$ cat src/rtl/tabela_verdade_sequenciador_if.sv
// Evaluator/command bundle for the truth-table sweep controller.
// With TT_GOLDEN_CHECK_EN defined the bundle also carries golden and golden_err.
interface tabela_verdade_sequenciador_if #(
   parameter int N_VARS = 4
);
   localparam int TW = 2 ** N_VARS;

   logic              start;
   logic              abort;
   logic [N_VARS-1:0] vec_out;
   logic              s_min_in;
   logic              s_max_in;
   logic              busy;
   logic              done;
   logic [TW-1:0]     table_min;
   logic [TW-1:0]     table_max;
   logic              mismatch;
   logic [N_VARS-1:0] mismatch_idx;
`ifdef TT_GOLDEN_CHECK_EN
   logic [TW-1:0]     golden;
   logic              golden_err;

   modport slave (
      input  start, abort, s_min_in, s_max_in, golden,
      output vec_out, busy, done, table_min, table_max, mismatch, mismatch_idx, golden_err
   );
   modport master (
      output start, abort, s_min_in, s_max_in, golden,
      input  vec_out, busy, done, table_min, table_max, mismatch, mismatch_idx, golden_err
   );
`else
   modport slave (
      input  start, abort, s_min_in, s_max_in,
      output vec_out, busy, done, table_min, table_max, mismatch, mismatch_idx
   );
   modport master (
      output start, abort, s_min_in, s_max_in,
      input  vec_out, busy, done, table_min, table_max, mismatch, mismatch_idx
   );
`endif
endinterface

$ cat src/rtl/tabela_verdade_sequenciador.sv
// Sweeps every input vector of an SOP/POS evaluator, records both truth tables and the first
// disagreement. Optional golden-table compare is built when TT_GOLDEN_CHECK_EN is defined.
//
//  state   | meaning
//  --------+------------------------------------------------------------
//  ST_IDLE | waiting for start; tables and flags hold their last values
//  ST_WAIT | vec_out applied; settle countdown, then sample both outputs
//  ST_DONE | one-cycle completion pulse, then back to ST_IDLE
module tabela_verdade_sequenciador #(
   parameter int N_VARS        = 4,
   parameter int SETTLE_CYCLES = 1
) (
   input  logic                          clk,
   input  logic                          rst_n,
   tabela_verdade_sequenciador_if.slave  bus
);
   localparam int                TW      = 2 ** N_VARS;
   localparam logic [3:0]        SETTLE  = 4'(SETTLE_CYCLES);
   localparam logic [N_VARS-1:0] VEC_END = '1;

   typedef enum logic [1:0] {
      ST_IDLE = 2'd0,
      ST_WAIT = 2'd1,
      ST_DONE = 2'd2
   } state_t;

   state_t            state, state_nx;
   logic [N_VARS-1:0] vec_q, vec_nx;
   logic [3:0]        cnt_q, cnt_nx;
   logic [TW-1:0]     tmin_q, tmin_nx;
   logic [TW-1:0]     tmax_q, tmax_nx;
   logic              mm_q, mm_nx;
   logic [N_VARS-1:0] mm_idx_q, mm_idx_nx;
`ifdef TT_GOLDEN_CHECK_EN
   logic              gerr_q, gerr_nx;
`endif

   always_ff @(posedge clk or negedge rst_n) begin
      if (!rst_n) begin
         state    <= ST_IDLE;
         vec_q    <= '0;
         cnt_q    <= '0;
         tmin_q   <= '0;
         tmax_q   <= '0;
         mm_q     <= 1'b0;
         mm_idx_q <= '0;
`ifdef TT_GOLDEN_CHECK_EN
         gerr_q   <= 1'b0;
`endif
      end else begin
         state    <= state_nx;
         vec_q    <= vec_nx;
         cnt_q    <= cnt_nx;
         tmin_q   <= tmin_nx;
         tmax_q   <= tmax_nx;
         mm_q     <= mm_nx;
         mm_idx_q <= mm_idx_nx;
`ifdef TT_GOLDEN_CHECK_EN
         gerr_q   <= gerr_nx;
`endif
      end
   end

   always_comb begin
      state_nx  = state;
      vec_nx    = vec_q;
      cnt_nx    = cnt_q;
      tmin_nx   = tmin_q;
      tmax_nx   = tmax_q;
      mm_nx     = mm_q;
      mm_idx_nx = mm_idx_q;
`ifdef TT_GOLDEN_CHECK_EN
      gerr_nx   = gerr_q;
`endif
      case (state)
         ST_IDLE: begin
            // abort outranks start, so a simultaneous pair leaves everything untouched
            if (!bus.abort && bus.start) begin
               vec_nx    = '0;
               cnt_nx    = SETTLE;
               tmin_nx   = '0;
               tmax_nx   = '0;
               mm_nx     = 1'b0;
               mm_idx_nx = '0;
`ifdef TT_GOLDEN_CHECK_EN
               gerr_nx   = 1'b0;
`endif
               state_nx  = ST_WAIT;
            end
         end
         ST_WAIT: begin
            if (bus.abort) begin
               state_nx = ST_IDLE;
            end else if (cnt_q != 4'd0) begin
               cnt_nx = cnt_q - 4'd1;
            end else begin
               tmin_nx[vec_q] = bus.s_min_in;
               tmax_nx[vec_q] = bus.s_max_in;
               if ((bus.s_min_in != bus.s_max_in) && !mm_q) begin
                  mm_nx     = 1'b1;
                  mm_idx_nx = vec_q;
               end
               if (vec_q == VEC_END) begin
                  state_nx = ST_DONE;
               end else begin
                  vec_nx = vec_q + 1'b1;
                  cnt_nx = SETTLE;
               end
            end
         end
         ST_DONE: begin
`ifdef TT_GOLDEN_CHECK_EN
            gerr_nx  = (tmin_q != bus.golden);
`endif
            state_nx = ST_IDLE;
         end
         default: state_nx = ST_IDLE;
      endcase
   end

   assign bus.vec_out      = vec_q;
   assign bus.busy         = (state == ST_WAIT);
   assign bus.done         = (state == ST_DONE);
   assign bus.table_min    = tmin_q;
   assign bus.table_max    = tmax_q;
   assign bus.mismatch     = mm_q;
   assign bus.mismatch_idx = mm_idx_q;
`ifdef TT_GOLDEN_CHECK_EN
   assign bus.golden_err   = gerr_q;
`endif

endmodule

$ cat src/flat_wrapper.sv
// flat-port wrapper written by rule: the top's interface ports become plain ports
module tabela_verdade_sequenciador_flat 
#(
   parameter int N_VARS        = 4,
   parameter int SETTLE_CYCLES = 1
)
  (clk, rst_n, bus_start, bus_abort, bus_s_min_in, bus_s_max_in, bus_vec_out, bus_busy, bus_done, bus_table_min, bus_table_max, bus_mismatch, bus_mismatch_idx);
  tabela_verdade_sequenciador_if #(.N_VARS(N_VARS)) bus_i ();
  input  logic clk;
  input  logic rst_n;
  input wire logic [$bits(bus_i.start)-1:0] bus_start;
  input wire logic [$bits(bus_i.abort)-1:0] bus_abort;
  input wire logic [$bits(bus_i.s_min_in)-1:0] bus_s_min_in;
  input wire logic [$bits(bus_i.s_max_in)-1:0] bus_s_max_in;
  output wire logic [$bits(bus_i.vec_out)-1:0] bus_vec_out;
  output wire logic [$bits(bus_i.busy)-1:0] bus_busy;
  output wire logic [$bits(bus_i.done)-1:0] bus_done;
  output wire logic [$bits(bus_i.table_min)-1:0] bus_table_min;
  output wire logic [$bits(bus_i.table_max)-1:0] bus_table_max;
  output wire logic [$bits(bus_i.mismatch)-1:0] bus_mismatch;
  output wire logic [$bits(bus_i.mismatch_idx)-1:0] bus_mismatch_idx;
  assign bus_i.start = bus_start;
  assign bus_i.abort = bus_abort;
  assign bus_i.s_min_in = bus_s_min_in;
  assign bus_i.s_max_in = bus_s_max_in;
  assign bus_vec_out = bus_i.vec_out;
  assign bus_busy = bus_i.busy;
  assign bus_done = bus_i.done;
  assign bus_table_min = bus_i.table_min;
  assign bus_table_max = bus_i.table_max;
  assign bus_mismatch = bus_i.mismatch;
  assign bus_mismatch_idx = bus_i.mismatch_idx;
  tabela_verdade_sequenciador #(.N_VARS(N_VARS), .SETTLE_CYCLES(SETTLE_CYCLES)) u_core (.clk(clk), .rst_n(rst_n), .bus(bus_i));
endmodule
$ cat config.mk
export PLATFORM = sky130hd
export DESIGN_NAME = tabela_verdade_sequenciador_flat
export DESIGN_NICKNAME = d
export VERILOG_FILES = /design/src/rtl/tabela_verdade_sequenciador_if.sv /design/src/rtl/tabela_verdade_sequenciador.sv /design/src/flat_wrapper.sv
export SDC_FILE = /design/constraint.sdc
export NUM_CORES = 1
export LEC_CHECK = 0
export CORE_MARGIN = 2
export CORE_UTILIZATION = 50
export DETAILED_ROUTE_END_ITERATION = 6
export GPL_TIMING_DRIVEN = 0
export PLACE_DENSITY_LB_ADDON = 0.3
export SYNTH_ARGS = -nofsm -noshare
export SYNTH_HDL_FRONTEND = slang
export SYNTH_SLANG_ARGS = --single-unit
$ cat constraint.sdc
create_clock -name clk -period 2.3 [get_ports clk]
set_clock_uncertainty 0.2 [all_clocks]
set_input_delay 0.575 -clock clk [delete_from_list [all_inputs] [get_ports clk]]
set_output_delay 0.575 -clock clk [all_outputs]
set_load 0.05 [all_outputs]
==> results.py <==
metrics = {
    "setup_path": {
        "cpMaxStageDelayCell": "dfrtp_1",
        "timing.critical_path.depth": 7,
        "rr_endpoint": "u_core.bus.table_min[4]",
        "worst_path_dominant_cell_family": "simple AND/OR/NAND/NOR gates",
        "setup.worst_path.end": "u_core.bus.table_min[4]",
        "classification_of_the_worst_setup_path": "flop to flop",
        "critPathRequiredTime_ns": 2.30,
        "worstSetupEndpointType": "flop",
        "cp-start-kind": "flop",
        "rr_worst_depth": 7,
        "critical_path.n_buffers_inverters": 2,
        "critPathArrivalTime_ns": 2.28,
        "reg_to_reg_startpoint": "u_core.cnt_q[0]",
        "worst-path-max-fanout": 10,
        "cp_slowest_stage_delay_ns": 0.42,
        "setup.reg_to_reg.worst_slack_ns": 0.02,
        "startpoint": "u_core.cnt_q[0]",
        "cp_cell_sequence": "inv_2 > ha_1 > or3b_4 > nor3_4 > buf_4 > a21oi_1 > a22o_1",
    },
    "final_layout": {
        "share_of_layout_cells_above_drive_strength_1": 0.147,
        "antenna_diode_count": 0,
        "final_core_util": 0.723,
        "instances_no_fill": 295,
        "syn_to_final_growth_pct": 36.3,
        "finalInstanceArea_sq_um": 2930,
        "num-nets-final": 256,
    },
    "cts": {
        "clk_pin_slew_worst_paths_ns": 0.08,
        "cts_buffers": 5,
        "clock_tree_root_buffer_cell": "clkbuf_8",
        "clk_path_buf_depth": 2,
        "clkSinkCount": 47,
        "worst_skew_pair_latency_ns": 0.31,
        "tritoncts": "done",
        "cts_max_level": 2,
    },
    "sta": {
        "final_max_slew_viol_count": 0,
        "setup_violations": 0,
        "fin_setup_tns_ns": 0,
        "worst_slew_margin_rel": 0.658,
        "tightestPinTransition_ns": 0.512,
        "max_freq_mhz": 438,
        "hold_viol": 0,
        "finalCriticalPeriod_ns": 2.28,
        "final_min_period_over_clock_period": 0.993,
    },
    "synth": {
        "ys_types": 34,
        "synthCells": 182,
        "ys_seq_area_frac": 0.547,
        "synth_top_cells_by_area": "dfrtp_1 55%, a22o_1 11%, a32o_1 4.7%",
        "number_of_flip_flops_and_latches_in_the_synthesized_netlist": 47,
        "synth.most_common_cell": "dfrtp_1",
        "synth_warnings": 0,
        "async_flop_share": 1.00,
        "post_synth_most_frequent_cells": "47 x dfrtp_1, 28 x a22o_1, 15 x a21oi_1",
        "syn-num-nets": 194,
        "synth_ff_type": "dfrtp_1",
        "post-synth-top-area-cell": "dfrtp_1",
        "synth_area_sq_um": 2150,
        "syn_avg_cell_area_sq_um": 11.8,
        "number_of_flops_mapped_to_enable_cells_by_yosys": 0,
        "synth.top_cell.area_share": 0.547,
    },
    "route": {
        "antenna_violating_nets_post_route": 0,
        "via_per_inst": 6.08,
        "via_count_of_the_routed_design": 1795,
        "initialDrtViolationCount": 134,
        "firstDrtPassIters": 5,
        "wl_per_cell_um": 18.1,
        "wl_um": 5340,
        "drc": 0,
    },
    "global_route": {
        "antenna_found_initial": 0,
        "grt_max_degree": 32,
        "first_global_vias": 1693,
        "global_route.usage.total": 0.223,
        "grt_pass1_wl_um": 8560,
        "globalRouteOverflowTotal": 0,
        "grt_util_met1": 0.308,
        "groute.layer.met2.usage": 0.333,
        "globalRoute.busiestLayer": "met2",
        "global_route.usage.met3": 0.0669,
    },
    "placed_design": {
        "post-place-cells": 281,
        "place.port_buffers": 48,
        "placedInstanceArea_sq_um": 2710,
        "place.gp.congestion": 0.806,
        "dp_hpwl_um": 3600,
    },
    "floorplanning": {
        "die_area_sq_um": 4840,
        "design.core.area_sq_um": 4060,
        "floorplan.rows": 23,
        "boundaryPins": 49,
        "fp.dieW_um": 69.6,
        "initial_utilization": 0.530,
        "dieHeight_um": 69.6,
    },
    "power": {
        "power.ir.vdd_worst_mv": 0.391,
        "power.leakage_uw": 0.00164,
        "power_frac_seq": 0.496,
        "p_sw_uw": 527,
        "power.share.clock": 0.307,
        "combinationalPowerShare": 0.197,
        "p_total_uw": 1780,
        "power.density_cell_area_nw_per_um2": 607,
        "p_int_uw": 1250,
        "switching_share": 0.296,
    },
    "run": {
        "timing.max_cap.violations": 0,
    },
    "worst_hold_path": {
        "hold_path_class": "flop to flop",
    },
    "run_status": {
        "outcome": "complete, no violations",
    },
}
-- power groups by stage --
stage | combinational [uW] | sequential [uW] | clock (uW)
5_1_grt | 374 | 887 | 598
3_5_place_dp | 309 | 901 | 0
6_report | 350 | 884 | 546
2_1_floorplan | 159 | 940 | 0
3_3_place_gp | 299 | 899 | 0
4_1_cts | 314 | 885 | 555
-- per-stage QoR --
step | worst slack [ns] | hold slack, ns
after floorplan | 0.0855 | 0.0794
after global placement | -0.740 | 0.291
after detailed placement | -0.273 | 0.281
after CTS | 0.0119 | 0.307
after global routing | -0.0475 | 0.326
final | 0.0151 | 0.300
-- repair_timing --
item	in CTS	in global routing
hold buffers	1	0
pin swaps	0	2
hold endpoints to repair	16	0
buffers inserted	0	7
resized for setup	6	25
endpoints found under the setup margin	4	47
gates cloned	0	1
-- layout make-up --
type / instances / area (sq um)
buffer: 9 / 73.8
clock buffer: 8 / 100
fill: 286 / 1120
inverter: 5 / 18.8
multi-input combinational: 118 / 886
sequential: 47 / 1180
tap: 50 / 62.6
timing repair buffer: 58 / 617
-- how the worst min path moves through the flow --
stage | start | to | slack, ns | cells past startpoint
after floorplan | rst_n | u_core.bus.mismatch | 0.08 | 0
after global placement | u_core.bus.table_max[2] | u_core.bus.table_max[2] | 0.29 | 1
after detailed placement | u_core.bus.table_min[3] | u_core.bus.table_min[3] | 0.28 | 1
after CTS | u_core.bus.table_max[3] | u_core.bus.table_max[3] | 0.31 | 1
after global routing | u_core.bus.table_min[6] | u_core.bus.table_min[6] | 0.33 | 1
final | u_core.bus.table_max[11] | u_core.bus.table_max[11] | 0.30 | 1
-- state kept, by name, indices dropped and copies added, names as in the netlist --
register                 count
u_core.bus.table_max        16
u_core.bus.table_min        16
u_core.bus.mismatch_idx      4
u_core.bus.vec_out           4
u_core.cnt_q                 4
u_core.state                 2
u_core.bus.mismatch          1
-- layer usage --
| layer | up-vias | wire (um) | part of all wire |
|---|---|---|---|
| li1 | 811 | - | - |
| met1 | 899 | 2340 | 0.44 |
| met2 | 75 | 2590 | 0.49 |
| met3 | 10 | 325 | 0.061 |
| met4 | 0 | 78 | 0.015 |
| met5 | - | 0 | 0 |
-- placed cells by master (no fill, tap or decap), types with 2 or more instances in the layout --
cell             instances
a31oi_1                  7
a32o_1                  10
dlygate4sd2_1            3
and3_4                   2
a21oi_1                 15
nor2_2                   2
clkbuf_8                 7
o21ai_0                  5
a22o_1                  28
and3_1                   6
clkbuf_1                 3
dfrtp_1                 47
inv_1                    3
buf_8                    2
ha_1                     6
buf_4                    9
nor2_1                   5
nand2_1                  2
and2_1                   7
inv_2                    2
clkdlybuf4s50_1         26
buf_2                    4
dlymetal6s2s_1          17
nor3_4                   2
nor2b_1                  7
-- cells by family after synthesis --
family / share of synthesized area
AOI/OAI and AO/OA: 0.242
xor gates and xnor gates: 0.00407
adders and majority gates: 0.0349
buffers and inverters: 0.0465
DFF: 0.547
and+or+nand+nor: 0.126
Power figures use the tool's default switching activity.
